`config.mk`:
```
export PLATFORM = sky130hd
export DESIGN_NAME = receiver_framed
export DESIGN_NICKNAME = d
export VERILOG_FILES = /design/src/rtl/receiver_framed_pkg.sv /design/src/rtl/receiver_framed_fifo.sv /design/src/rtl/receiver_framed.sv
export SDC_FILE = /design/constraint.sdc
export NUM_CORES = 1
export LEC_CHECK = 0
export ABC_AREA = 1
export BUFFER_PORTS_ARGS = -buffer_cell sky130_fd_sc_hd__buf_2
export CORE_MARGIN = 3
export CORE_UTILIZATION = 50
export CTS_CLUSTER_DIAMETER = 80
export DETAILED_ROUTE_END_ITERATION = 10
export PLACE_DENSITY = 0.76
export SYNTH_ARGS = -nofsm -noshare
export SYNTH_HDL_FRONTEND = slang
export SYNTH_SLANG_ARGS = --single-unit
```
`constraint.sdc`:
```
create_clock -name clk_i -period 4.85 [get_ports clk_i]
set_input_delay 0.97 -clock clk_i [delete_from_list [all_inputs] [get_ports clk_i]]
set_output_delay 0.97 -clock clk_i [all_outputs]
set_load 0.02 [all_outputs]
```
`src/rtl/receiver_framed_pkg.sv`:
```
// Shared types and constants for the framed serial receiver.
// FSM state encoding, parity-mode codes and the bit positions of fields in a FIFO entry.
package receiver_framed_pkg;

  typedef enum logic [1:0] {
    ST_IDLE  = 2'd0,
    ST_SHIFT = 2'd1,
    ST_PUSH  = 2'd2
  } rx_state_t;

  localparam logic [1:0] PAR_NONE  = 2'b00;
  localparam logic [1:0] PAR_EVEN  = 2'b01;
  localparam logic [1:0] PAR_ODD   = 2'b10;
  localparam logic [1:0] PAR_NONE3 = 2'b11;

  // FIFO entry layout: {frame, ferr, perr}
  localparam int FE_PERR = 0;
  localparam int FE_FERR = 1;
  localparam int FE_DATA = 2;

endpackage

```
`src/rtl/receiver_framed_fifo.sv`:
```
// Frame FIFO: power-of-two depth, wrapping pointers, occupancy counter with DEPTH+1 states.
// A push into a full FIFO is accepted only when a pop happens in the same cycle.
module receiver_framed_fifo #(
  parameter int WIDTH = 66,
  parameter int DEPTH = 4
) (
  input  logic             clk_i,
  input  logic             reset_i,
  input  logic             push_i,
  input  logic             pop_i,
  input  logic [WIDTH-1:0] din_i,
  output logic [WIDTH-1:0] dout_o,
  output logic             full_o,
  output logic             empty_o
);

  localparam int AW = (DEPTH > 1) ? $clog2(DEPTH) : 1;
  localparam int CW = $clog2(DEPTH + 1);

  logic [WIDTH-1:0] r_mem [DEPTH];
  logic [AW-1:0]    r_wr_ptr;
  logic [AW-1:0]    r_rd_ptr;
  logic [CW-1:0]    r_count;
  logic             w_pop;
  logic             w_push;

  assign empty_o = (r_count == '0);
  assign full_o  = (r_count == CW'(DEPTH));
  assign w_pop   = pop_i & ~empty_o;
  assign w_push  = push_i & (~full_o | w_pop);
  assign dout_o  = r_mem[r_rd_ptr];

  always_ff @(posedge clk_i) begin
    if (w_push) r_mem[r_wr_ptr] <= din_i;
  end

  always_ff @(posedge clk_i) begin
    if (reset_i) begin
      r_wr_ptr <= '0;
      r_rd_ptr <= '0;
      r_count  <= '0;
    end else begin
      if (w_push) r_wr_ptr <= r_wr_ptr + AW'(1);
      if (w_pop)  r_rd_ptr <= r_rd_ptr + AW'(1);
      case ({w_push, w_pop})
        2'b10:   r_count <= r_count + CW'(1);
        2'b01:   r_count <= r_count - CW'(1);
        default: r_count <= r_count;
      endcase
    end
  end

endmodule

```
`src/rtl/receiver_framed.sv`:
```
// Framed serial receiver: start detect, variable-length framing, stop/parity checks, frame FIFO.
// Parity checking and the par_mode_i port exist only when SERIAL_RX_PARITY_EN is defined.
// States: IDLE wait for start | SHIFT sample frame bits | PUSH enqueue frame, one cycle
module receiver_framed
  import receiver_framed_pkg::*;
#(
  parameter int SHIFT_REG_WIDTH = 64,
  parameter int BAUD_RATE_WIDTH = 32,
  parameter int BITS_WIDTH      = 7,
  parameter int FIFO_DEPTH      = 4
) (
  input  logic                       clk_i,
  input  logic                       reset_i,
  input  logic [BITS_WIDTH-1:0]      bits_i,
  input  logic [BAUD_RATE_WIDTH-1:0] baud_i,
  input  logic                       ext_clk_i,
  input  logic                       rxd_i,
  input  logic                       rxc_i,
`ifdef SERIAL_RX_PARITY_EN
  input  logic [1:0]                 par_mode_i,
`endif
  output logic [SHIFT_REG_WIDTH-1:0] dat_o,
  output logic                       ferr_o,
  output logic                       perr_o,
  output logic                       valid_o,
  input  logic                       ready_i,
  output logic                       overrun_o,
  input  logic                       ovr_clr_i,
  output logic                       idle_o
);

  localparam logic [BITS_WIDTH-1:0] LP_W = BITS_WIDTH'(SHIFT_REG_WIDTH);

  rx_state_t                    r_state, w_next;
  logic                         r_rxd_m, r_rxd_s, r_rxd_d;
  logic                         r_rxc_m, r_rxc_s, r_rxc_d;
  logic [BAUD_RATE_WIDTH-1:0]   r_baud;
  logic [SHIFT_REG_WIDTH-1:0]   r_sr;
  logic [BITS_WIDTH-1:0]        r_cnt, r_bits, w_bits_clamp, w_sh;
  logic                         r_ovr;
  logic                         w_strobe, w_int_start, w_ext_start, w_false, w_last;
  logic                         w_push_req, w_pop, w_full, w_empty, w_ferr, w_perr;
  logic [SHIFT_REG_WIDTH-1:0]   w_sr_shifted, w_frame;
  logic [SHIFT_REG_WIDTH+1:0]   w_fifo_din, w_fifo_dout;

  always_ff @(posedge clk_i) begin
    if (reset_i) begin
      {r_rxd_m, r_rxd_s, r_rxd_d} <= 3'b111;
      {r_rxc_m, r_rxc_s, r_rxc_d} <= 3'b000;
    end else begin
      {r_rxd_m, r_rxd_s, r_rxd_d} <= {rxd_i, r_rxd_m, r_rxd_s};
      {r_rxc_m, r_rxc_s, r_rxc_d} <= {rxc_i, r_rxc_m, r_rxc_s};
    end
  end

  assign w_strobe     = ext_clk_i ? (r_rxc_s & ~r_rxc_d) : (r_baud == '0);
  assign w_int_start  = (r_state == ST_IDLE) & ~ext_clk_i & r_rxd_d & ~r_rxd_s;
  assign w_ext_start  = (r_state == ST_IDLE) & ext_clk_i & w_strobe & ~r_rxd_s;
  assign w_false      = (r_state == ST_SHIFT) & w_strobe & (r_cnt == '0) & r_rxd_s;
  assign w_last       = (r_state == ST_SHIFT) & w_strobe & ~w_false &
                        ((r_cnt + BITS_WIDTH'(1)) == r_bits);
  assign w_sr_shifted = {r_rxd_s, r_sr[SHIFT_REG_WIDTH-1:1]};
  assign w_bits_clamp = (bits_i < BITS_WIDTH'(2)) ? BITS_WIDTH'(2) :
                        (bits_i > LP_W) ? LP_W : bits_i;

  always_ff @(posedge clk_i) begin
    if (reset_i) r_state <= ST_IDLE;
    else         r_state <= w_next;
  end

  always_comb begin
    w_next = r_state;
    case (r_state)
      ST_IDLE:  if (w_int_start || w_ext_start) w_next = ST_SHIFT;
      ST_SHIFT: if (w_false) w_next = ST_IDLE;
                else if (w_last) w_next = ST_PUSH;
      ST_PUSH:  w_next = ST_IDLE;
      default:  w_next = ST_IDLE;
    endcase
  end

  always_comb begin
    idle_o     = (r_state == ST_IDLE);
    w_push_req = (r_state == ST_PUSH);
  end

  always_ff @(posedge clk_i) begin
    if (reset_i) begin
      r_baud <= '0;
      r_sr   <= '1;
      r_cnt  <= '0;
      r_bits <= BITS_WIDTH'(2);
    end else begin
      case (r_state)
        ST_IDLE: begin
          if (w_int_start) begin
            r_baud <= baud_i >> 1;
            r_cnt  <= '0;
            r_bits <= w_bits_clamp;
          end else if (w_ext_start) begin
            r_sr   <= w_sr_shifted;
            r_cnt  <= BITS_WIDTH'(1);
            r_bits <= w_bits_clamp;
          end
        end
        ST_SHIFT: begin
          if (!ext_clk_i) r_baud <= (r_baud == '0) ? baud_i : r_baud - BAUD_RATE_WIDTH'(1);
          if (w_false) begin
            r_sr <= '1;
          end else if (w_strobe) begin
            r_sr  <= w_sr_shifted;
            r_cnt <= r_cnt + BITS_WIDTH'(1);
          end
        end
        ST_PUSH: r_sr <= '1;
        default: r_sr <= '1;
      endcase
    end
  end

  // The stop bit is the last one shifted in, so it always sits at the shift register MSB.
  assign w_sh    = LP_W - r_bits;
  assign w_frame = r_sr >> w_sh;
  assign w_ferr  = ~r_sr[SHIFT_REG_WIDTH-1];

`ifdef SERIAL_RX_PARITY_EN
  logic [1:0] r_par;
  logic       w_par_x;

  always_ff @(posedge clk_i) begin
    if (reset_i) r_par <= PAR_NONE;
    else if (w_int_start || w_ext_start) r_par <= par_mode_i;
  end

  // XOR over data+parity: whole frame minus the start and stop bits.
  assign w_par_x = ^w_frame ^ w_frame[0] ^ r_sr[SHIFT_REG_WIDTH-1];
  assign w_perr  = (r_par == PAR_EVEN) ? w_par_x :
                   (r_par == PAR_ODD)  ? ~w_par_x : 1'b0;
`else
  assign w_perr  = 1'b0;
`endif

  assign w_pop      = ~w_empty & ready_i;
  assign w_fifo_din = {w_frame, w_ferr, w_perr};

  receiver_framed_fifo #(
    .WIDTH(SHIFT_REG_WIDTH + 2),
    .DEPTH(FIFO_DEPTH)
  ) u_fifo (
    .clk_i  (clk_i),
    .reset_i(reset_i),
    .push_i (w_push_req),
    .pop_i  (w_pop),
    .din_i  (w_fifo_din),
    .dout_o (w_fifo_dout),
    .full_o (w_full),
    .empty_o(w_empty)
  );

  always_ff @(posedge clk_i) begin
    if (reset_i) r_ovr <= 1'b0;
    else if (w_push_req && w_full && !w_pop) r_ovr <= 1'b1;
    else if (ovr_clr_i) r_ovr <= 1'b0;
  end

  assign valid_o   = ~w_empty;
  assign dat_o     = valid_o ? w_fifo_dout[SHIFT_REG_WIDTH+1:FE_DATA] : '0;
  assign ferr_o    = valid_o & w_fifo_dout[FE_FERR];
  assign perr_o    = valid_o & w_fifo_dout[FE_PERR];
  assign overrun_o = r_ovr;

endmodule

```
After elaboration in Yosys (flattened, before gate mapping) --
Memory sizes are Yosys's and may differ from the RTL's. A register that Yosys moved wholly into a read port is not among the register bits. Index checks and enable logic that the tools add are counted.
Storage, ports and cells: word-level logic and storage cells 115, bits in writable memories 260, memories kept 1, bits of input ports 46, bits in registers 126
Cells by class: magnitude comparators 2, eq/ne operators 16, shift operators 1, add/subtract/negate cells 7, reductions and logical operators 17, bitwise logic cells 25, muxes and demuxes 31
Memories:
- u_fifo.r_mem | words 4, bits a word 65, rd ports 1, clocked after memory_dff 1, write ports 1, line receiver_framed_fifo.sv:20 | logic [WIDTH-1:0] r_mem [DEPTH];
Operator list (number):
- $mux 64 | 5
- $pmux 64 s2 | 1
- $mux 32 | 3
- $pmux 32 s2 | 1
- $shr 64x7->64 | 1
- $mux 7 | 8
- $logic_not 32->1 | 1
- $sub 32x1->32 const B | 1
- $and 1x1->1 | 16
- $pmux 7 s2 | 1
- $mux 2 | 5
- $ne 2x2->1 const B | 4
- $reduce_bool 2->1 | 4
- $add 7x1->7 const B | 1
- $eq 7x7->1 | 1
- $gt 7x7->1 const B | 1
- $logic_not 7->1 | 1
- $lt 7x2->1 const B | 1
- $not 1->1 | 7
- $sub 7x7->7 const A | 1
- $ne 2x1->1 const B | 3
- $ne 3x3->1 const B | 2
- $pmux 3 s2 | 1
- $reduce_and 3->1 | 2
- 18 further kinds | 27

Longest topological paths before layout --
Gate-level depths: netlist of the first run.
depth after elaboration 12, mapped depth 16

Modules after synthesis --
From an unflattened synthesis of the first run, not the netlist that was laid out.
Unflattened totals: cells, all modules 2548, area total of the unflattened synthesis 21652.0 µm²
By module, submodules not included:
- receiver_framed_fifo | cells each 712, times used 1, area an instance 10882.9 µm²
- receiver_framed | cells each 1836, times used 1, area an instance 10769.1 µm²

Worst setup path after synthesis of the first run --
OpenSTA, ideal clock, no wires.
path type in2reg, start point input port ready_i, end point memory u_fifo.r_mem[0][0] (netlist name), enable pin, slack 0.319 ns, arrival 4.043 ns, cell stages on the path 5, path through inv_1 nand3_1 and2_1 inv_1 nor2_1
Between the ends: cells in the longest elaborated chain, start to end 6
RTL lines:
- start, declared | line receiver_framed.sv:26 | input logic ready_i,
- $and 1x1->1 | line receiver_framed.sv:143 | assign w_pop = ~w_empty & ready_i;
- $and 1x1->1 | line receiver_framed_fifo.sv:29 | assign w_pop = pop_i & ~empty_o;
- $or 1x1->1 | line receiver_framed_fifo.sv:30 | assign w_push = push_i & (~full_o | w_pop);
- $and 1x1->1 | line receiver_framed_fifo.sv:30
- $mux 1 | line receiver_framed_fifo.sv:34 | if (w_push) r_mem[r_wr_ptr] <= din_i;
- $mux 1 (not written as such) | line receiver_framed_fifo.sv:34
- end, declared | line receiver_framed_fifo.sv:20
Every way passes these cells.

==> results of run 1 <==
[layout make-up]
cell class              instances  area share [%]
clock inverters                23            1.01
multi-input cells            1895            40.2
inverters                     116            1.92
flip-flops and latches        388            45.8
well taps                     525            2.90
repair buffers                143            3.54
clock buffers                  51            4.64
[synth_stat cells (3+ instances only)]
cell	count	area (um^2)
nand2_1	506	1900
nor2_1	394	1480
o21ai_0	352	1760
edfxtp_1	260	7810
nand3_1	188	941
a21oi_1	173	866
dfxtp_1	128	2560
inv_1	108	405
clkbuf_1	94	353
o211ai_1	90	676
buf_2	50	250
or2_2	35	219
nor3_1	26	130
nand4_1	23	144
mux2i_1	18	180
xor2_1	18	158
buf_1	15	56.3
o21ai_1	15	75.1
buf_4	12	90.1
ha_1	10	125
nor2_2	9	56.3
buf_6	8	90.1
xnor2_1	8	70.1
inv_2	5	18.8
nand2_2	5	31.3
or2_1	4	25.0
clkinv_1	3	11.3
o21a_1	3	22.5
[cell usage in the layout (no fill, tap or decap), drive strengths merged]
cell,synthesis,layout
and3,1,1
xor3,1,1
nand3b,2,2
o31ai,1,1
mux2i,18,18
buf,85,143
bufinv,0,3
edfxtp,260,260
ha,10,10
or2,40,40
inv,113,118
nand4,23,23
conb,1,1
o21ai,367,367
a21oi,173,173
o211ai,90,90
xor2,18,18
o21a,3,3
clkbuf,96,51
clkinvlp,0,1
and2,1,1
nand2,512,512
nor3,26,26
o221ai,1,1
clkinv,3,17
nand3,190,190
nor2,405,405
fa,1,1
dfxtp,128,128
a211oi,2,2
xnor2,9,9
[layer usage]
layer | up-vias | global-route usage [%]
met5 | - | 0
met4 | 0 | 8.64
met3 | 101 | 3.27
met2 | 744 | 39.0
met1 | 8490 | 34.5
li1 | 8815 | -
[power by group]
part	total, mW	switching [mW]	internal, mW
Sequential	3.67	0.0770	3.59
Clock	3.01	1.29	1.72
Combinational	1.75	1.25	0.498
[through the flow]
stage	cells	instance area (um^2)	setup WS, ns
after floorplan	2580	20700	0.319
after global placement	3067	21400	1.38
after CTS	3141	22700	0.888
after global routing	3141	22700	0.664
final	3141	22700	0.900
after detailed placement	3067	21400	1.29
[worst reg2reg max path: stages, from the launching register on]
cell      delay, ns
dfxtp_2        0.33
clkinv_1       0.05
buf_4          0.22
ha_1           0.36
inv_2          0.75
o21ai_0        0.38
or2_2          0.37
nand3_1        0.07
o21ai_0        0.22
nor3_1         0.57
[logic make-up after synthesis]
group / after synthesis
AND/OR/NAND/NOR: 1200
XOR/XNOR: 28
other: 1
AO/OA/AOI/OAI: 637
buffers and inverters: 297
flip-flops: 388
adder cells (fa/ha/maj): 11
multiplexers: 18
[registers in the layout, summed over array words and instances (netlist names), 2 cells and up, named ones only]
signal / cells
u_fifo.r_rd_ptr: 2
r_sr: 64
r_bits: 7
u_fifo.r_mem: 260
r_state: 2
u_fifo.r_count: 3
r_cnt: 7
u_fifo.r_wr_ptr: 2
r_baud: 32
[worst max path at each step]
stage | from | to | slack, ns | cells after the start
6_report | flip-flop | dat_o[14] | 0.90 | 6
5_1_grt | flip-flop | dat_o[14] | 0.66 | 6
4_1_cts | flip-flop | dat_o[41] | 0.89 | 6
3_5_place_dp | r_bits[0] | u_fifo.r_mem[0][55] | 1.29 | 9
3_3_place_gp | r_bits[0] | u_fifo.r_mem[0][55] | 1.38 | 9
2_1_floorplan | ready_i | u_fifo.r_mem[0][0] | 0.32 | 5
==> metrics.cfg, run 1 <==
[status]
status = complete, no violations

[timing]
slew_viol_final = 0
worstMarginPinSlew_ns = 1.23
finalSetupViolations = 0
worst_hold_slack_ns = 0.405
finClkSkew_ns = 0.0145
fin_tns_setup_ns = 0
hold_violations = 0
maxSlewHeadroom_pct = 17.8
fin_crit_sh_pct = 81.4
layout_min_cycle_time_ns = 3.95
max_freq_mhz = 253
rsz0062_at_grt = no

[die]
floorplan.initialDensity_pct = 51.3
rows = 73
die-area_um2 = 43900
fp.coreArea_um2 = 40400
fp.dieW_um = 210
die_y_um = 210
io_pins = 115

[clock_tree]
cts_tree = built
clkLatencyLatePin_ns = 0.57
cts.sinks = 388
cts_resized = 0
clockBufferDepth = 3
post_cts_buffers = 0
htreeDepth = 2
hold_buffers = 0
cts-root-buf = clkbuf_16
clkTransAtPathRegs_ns = 0.06
cts-buffers-inserted = 40

[cells_and_area]
num-fill-cells = 3633
area_delta_synth_final_pct = 9.41
multi_input_area_um2 = 9110
drive_gt1_share_pct = 10.5
insertedDiodeCount = 0
regArea_um2 = 10400
finalNetCount = 2641
final_util_pct = 56.1

[setup_path]
critical_path.top_delay_family = buffers and inverters
worst_setup_path_end_kind = primary output
path_cells = buf_4, nor2_1, nor2_1, o21ai_0, a21oi_1, buf_2
cp_slowest_stage_delay_ns = 0.77
reg2reg_slack_ns = 1.24
path_common_cell = nor2_1
r2r_cells = 9
crit_required_ns = 3.88
worstSetupStartpointType = flip-flop
rr_startpoint = r_bits[0]
crit_type = flip-flop to primary output
cp.buffers_inverters = 2
crit_slowest_cell = buf_4
worstPathMaxFanout = 82
r2r_end = u_fifo.r_mem[2][55]
cp.arrival_ns = 2.98

[power]
total_power_mw = 8.43
p_leak_nw = 8.94
power_density_nw_per_um2 = 372
vdd_drop_max_v = 0.000234

[yosys]
synth-xor-area-share_pct = 1.35
synthMuxAreaShare_pct = 0.870
synth.avg_cell_area_um2 = 8.03
syn-num-nets = 2637
synth-edff-count = 260
syn_area_um2 = 20700
yosys_most_used_dff = edfxtp_1
synth_top_family_by_area = simple AND/OR/NAND/NOR gates
synth-seq-cells = 388
synthAdderAreaFrac_pct = 0.701
ys_seq_area_share_pct = 50.1
synthSimpleGateAreaFrac_pct = 24.2
synthCells = 2580
synth_cell_types = 44
yosys_warnings = 0
async_flop_share_pct = 0
synth_compound_area_share_pct = 16.6

[placement]
hpwl_um = 36500
gp_congestion = 0.966
io_buffer_count = 113

[global_routing]
grt_pass1_vias = 16300
grt_overflow = 0
grt_max_degree = 101
grt_first_pass_wirelength_um = 87600
grtUsageTotal_pct = 24.4
antenna_found_initial = 0

[hold_path]
min_delay_path_depth = 2
holdPathEnd = r_rxc_s
min_path_type = flip-flop to flip-flop
holdCritStartpoint = r_rxc_m

[routing]
vias = 18200
wl_met2_um = 25400
totalWireLength_um = 55500
highest_layer = met4
postRouteAntennaNets = 0
drcViolationCount = 0
via_per_inst = 5.78
wl_met3_um = 4240
drt_iter0_drc = 1875
dr.pass1.iters = 8
wl_met1_um = 24200
wl_per_cell_um = 17.7

[flow_run]
drv_cap = 0

No activity file was read; power rests on OpenSTA's default activity.
==> run 2, diff against run 1 <==
--- a/config.mk
+++ b/config.mk
@@ -5,13 +5,13 @@
 export SDC_FILE = /design/constraint.sdc
 export NUM_CORES = 1
 export LEC_CHECK = 0
-export ABC_AREA = 1
+export ABC_AREA = 0
 export BUFFER_PORTS_ARGS = -buffer_cell sky130_fd_sc_hd__buf_2
 export CORE_MARGIN = 3
 export CORE_UTILIZATION = 50
 export CTS_CLUSTER_DIAMETER = 80
 export DETAILED_ROUTE_END_ITERATION = 10
-export PLACE_DENSITY = 0.76
+export PLACE_DENSITY = 0.79
 export SYNTH_ARGS = -nofsm -noshare
 export SYNTH_HDL_FRONTEND = slang
 export SYNTH_SLANG_ARGS = --single-unit
==> constraint.sdc (replaced) <==
create_clock -name clk_i -period 3.57 [get_ports clk_i]
set_input_delay 0.714 -clock clk_i [delete_from_list [all_inputs] [get_ports clk_i]]
set_output_delay 0.714 -clock clk_i [all_outputs]
set_load 0.02 [all_outputs]
==> metrics.cfg, run 2 <==
[routing]
dr.pass1.iters = 7  ; -1
drcViolationCount = 0  ; unchanged
wl_per_cell_um = 24.6  ; +39%
via_per_inst = 6.36  ; +10%
totalWireLength_um = 57100  ; +2.8%
vias = 14700  ; -19%
postRouteAntennaNets = 0  ; unchanged
drt_iter0_drc = 1587  ; -15%

[timing]
fin_crit_sh_pct = 95.3
maxSlewHeadroom_pct = 36.5  ; +19 points
hold_violations = 0  ; unchanged
finalSetupViolations = 0  ; unchanged
layout_min_cycle_time_ns = 3.40
max_freq_mhz = 294
finClkSkew_ns = 0.0221  ; +0.00757 ns
worstMarginPinSlew_ns = 0.950  ; -0.281 ns
fin_tns_setup_ns = 0  ; unchanged
slew_viol_final = 0  ; unchanged
worst_hold_slack_ns = 0.348  ; -0.0577 ns
rsz0062_at_grt = no

[global_routing]
grt_first_pass_wirelength_um = 87000  ; -0.68%
antenna_found_initial = 1  ; +1
grt_max_degree = 68  ; -33%
grtUsageTotal_pct = 26.8  ; +2.4 points
grt_overflow = 0  ; unchanged
grt_pass1_vias = 14400  ; -12%

[setup_path]
cp.arrival_ns = 3.68  ; +0.70 ns
crit_required_ns = 3.85  ; -0.03 ns
crit_end = u_fifo.r_mem[1][12]
r2r_end = u_fifo.r_mem[1][12]
crit_start = r_bits[1]
worstPathMaxFanout = 28  ; -66%
rr_startpoint = r_bits[1]
worst_setup_path_end_kind = flip-flop
r2r_cells = 8  ; -1
reg2reg_slack_ns = 0.17  ; -1.07 ns
crit_type = flip-flop to flip-flop
worstSetupStartpointType = flip-flop

[cells_and_area]
final_util_pct = 59.1  ; +2.9 points
regMostFlops = u_fifo.r_mem
insertedDiodeCount = 0  ; unchanged
drive_gt1_share_pct = 25.1  ; +15 points
mostFrequentLayoutCells = edfxtp_1 (260), nor2_1 (149), dfxtp_1 (125)
largest_register_ffs = 260  ; unchanged
finalNetCount = 1826  ; -31%
area_delta_synth_final_pct = 15.3
top_regs = u_fifo.r_mem (260), r_sr (64), r_baud (32)
layout_commonest_cell = edfxtp_1

[die]
floorplan.initialDensity_pct = 51.3  ; about the same
fp.dieW_um = 206  ; -1.5%
fp.coreArea_um2 = 39200  ; -2.9%
die-area_um2 = 42600  ; -2.9%
die_y_um = 206  ; -1.5%
io_pins = 115  ; unchanged
rows = 72  ; -1.4%

[flow_run]
drv_cap = 0  ; unchanged

[clock_tree]
hold_buffers = 0  ; unchanged
clockBufferDepth = 3  ; unchanged
cts-buffers-inserted = 41  ; +2.5%
htreeDepth = 2  ; unchanged
cts-root-buf = clkbuf_16
clkLatencyLatePin_ns = 0.57  ; about the same
cts_tree = built
post_cts_buffers = 0  ; unchanged
clkTransAtPathRegs_ns = 0.06  ; about the same
cts.sinks = 388  ; unchanged

[yosys]
synth.top_cell.area_share_pct = 38.9  ; +1.2 points
syn_area_um2 = 20100  ; -3.0%
synth-seq-cells = 388  ; unchanged
yosys_warnings = 0  ; unchanged
synthTopCellsByArea = edfxtp_1 (39%), dfxtp_1 (13%), mux4_2 (12%)
syn-num-nets = 1708  ; -35%
async_flop_share_pct = 0  ; unchanged
synth-edff-count = 260  ; unchanged
synthCells = 1651  ; -36%
yosys_most_used_dff = edfxtp_1
synth.avg_cell_area_um2 = 12.2  ; +52%
ys_seq_area_share_pct = 51.6  ; +1.6 points
yosysTopAreaCell = edfxtp_1
synth_cell_types = 77  ; +75%
synth_top_cells_by_count = edfxtp_1 (260), nor2_1 (150), dfxtp_1 (128)
yosysMostFrequentCell = edfxtp_1

[power]
power_density_nw_per_um2 = 444  ; +19%
total_power_mw = 10.3  ; +22%
vdd_drop_max_v = 0.000303  ; +29%
p_leak_nw = 8.03  ; -10%

[placement]
gp_congestion = 1.01  ; +5.1%
io_buffer_count = 113  ; unchanged
hpwl_um = 40100  ; +9.8%

[hold_path]
min_delay_path_depth = 2  ; unchanged
min_path_type = primary input to flip-flop

[status]
status = complete, no violations

==> run 2: changes by cell type in the layout (fill, tap and decap cells not counted), moves of 30 or more <==
cell	previous run	this run
o211ai_1	90	20
a21oi_1	173	66
nand3_1	188	19
or2_2	35	5
nor2_1	389	149
o21ai_0	352	24
mux4_2	0	110
nand2_1	506	115
and2_1	1	70
mux2_2	0	39
buf_4	29	76
o22a_1	0	66
mux2i_1	18	68
inv_1	103	23
==> run 2: worst min-delay path by stage <==
stage | start | endpoint
global route | rxd_i | r_rxd_m
detailed placement | r_rxd_m | r_rxd_s
finish | rxd_i | r_rxd_m
global placement | r_rxd_m | r_rxd_s
floorplan | r_rxd_m | r_rxd_s
CTS | rxd_i | r_rxd_m
==> run 2: cell families (layout without fill, tap and decap cells) <==
logic type,Yosys count,count (layout),share of synthesized area [%]
AOI/OAI and AO/OA,336,336,11.9
xor gates and xnor gates,43,43,1.91
adders and majority gates,11,11,0.723
buffers and inverters,151,301,3.13
DFF,388,388,51.6
muxes,232,232,18.7
other,1,1,0.0187
and+or+nand+nor,489,489,12.0
==> run 2: timing repair <==
item / 4_1_cts / 5_1_grt
setup endpoints to repair: 0 / 4
resized for setup: 0 / 1
endpoints found under the hold margin: 0 / 0
==> run 2: layout make-up <==
type | count | area [um^2]
Fill cell | 3131 | 16000
Sequential cell | 388 | 10400
Multi-Input combinational cell | 1112 | 9210
Timing Repair Buffer | 202 | 1400
Clock buffer | 56 | 1160
Tap cell | 518 | 648
Clock inverter | 19 | 278
Inverter | 24 | 90.1
==> run 2: power breakdown <==
group          switching, mW  total, mW  internal (mW)
logic                  0.583      0.913          0.330
clock network           1.74       4.53           2.79
registers             0.0336       4.85           4.81
total                   2.36       10.3           7.93
==> run 2: routing by layer <==
layer | share of wire, % | GRT usage (%) | vias to the layer above
met5 | 0.023 | 0 | -
met4 | 3.2 | 8.90 | 2
met3 | 8.7 | 7.15 | 124
met2 | 46 | 41.9 | 657
met1 | 42 | 36.6 | 7336
li1 | - | - | 6628
==> run 2: worst max-delay path: stages, from the launching register on <==
cell     delay [ns]
dfxtp_1        0.43
inv_1          0.10
ha_4           0.51
buf_4          0.43
mux2i_1        0.20
mux4_2         0.55
o22ai_1        0.34
a21oi_1        0.08
o22ai_1        0.46
==> run 2: metrics by stage <==
| step | cells | setup WS (ns) | instance area [um^2] |
|---|---|---|---|
| 2_1_floorplan | 1651 | 0.0241 | 20100 |
| 3_3_place_gp | 2244 | 0.254 | 21700 |
| 3_5_place_dp | 2244 | 0.227 | 21700 |
| 4_1_cts | 2319 | 0.205 | 23100 |
| 5_1_grt | 2319 | 0.0408 | 23200 |
| 6_report | 2319 | 0.169 | 23200 |
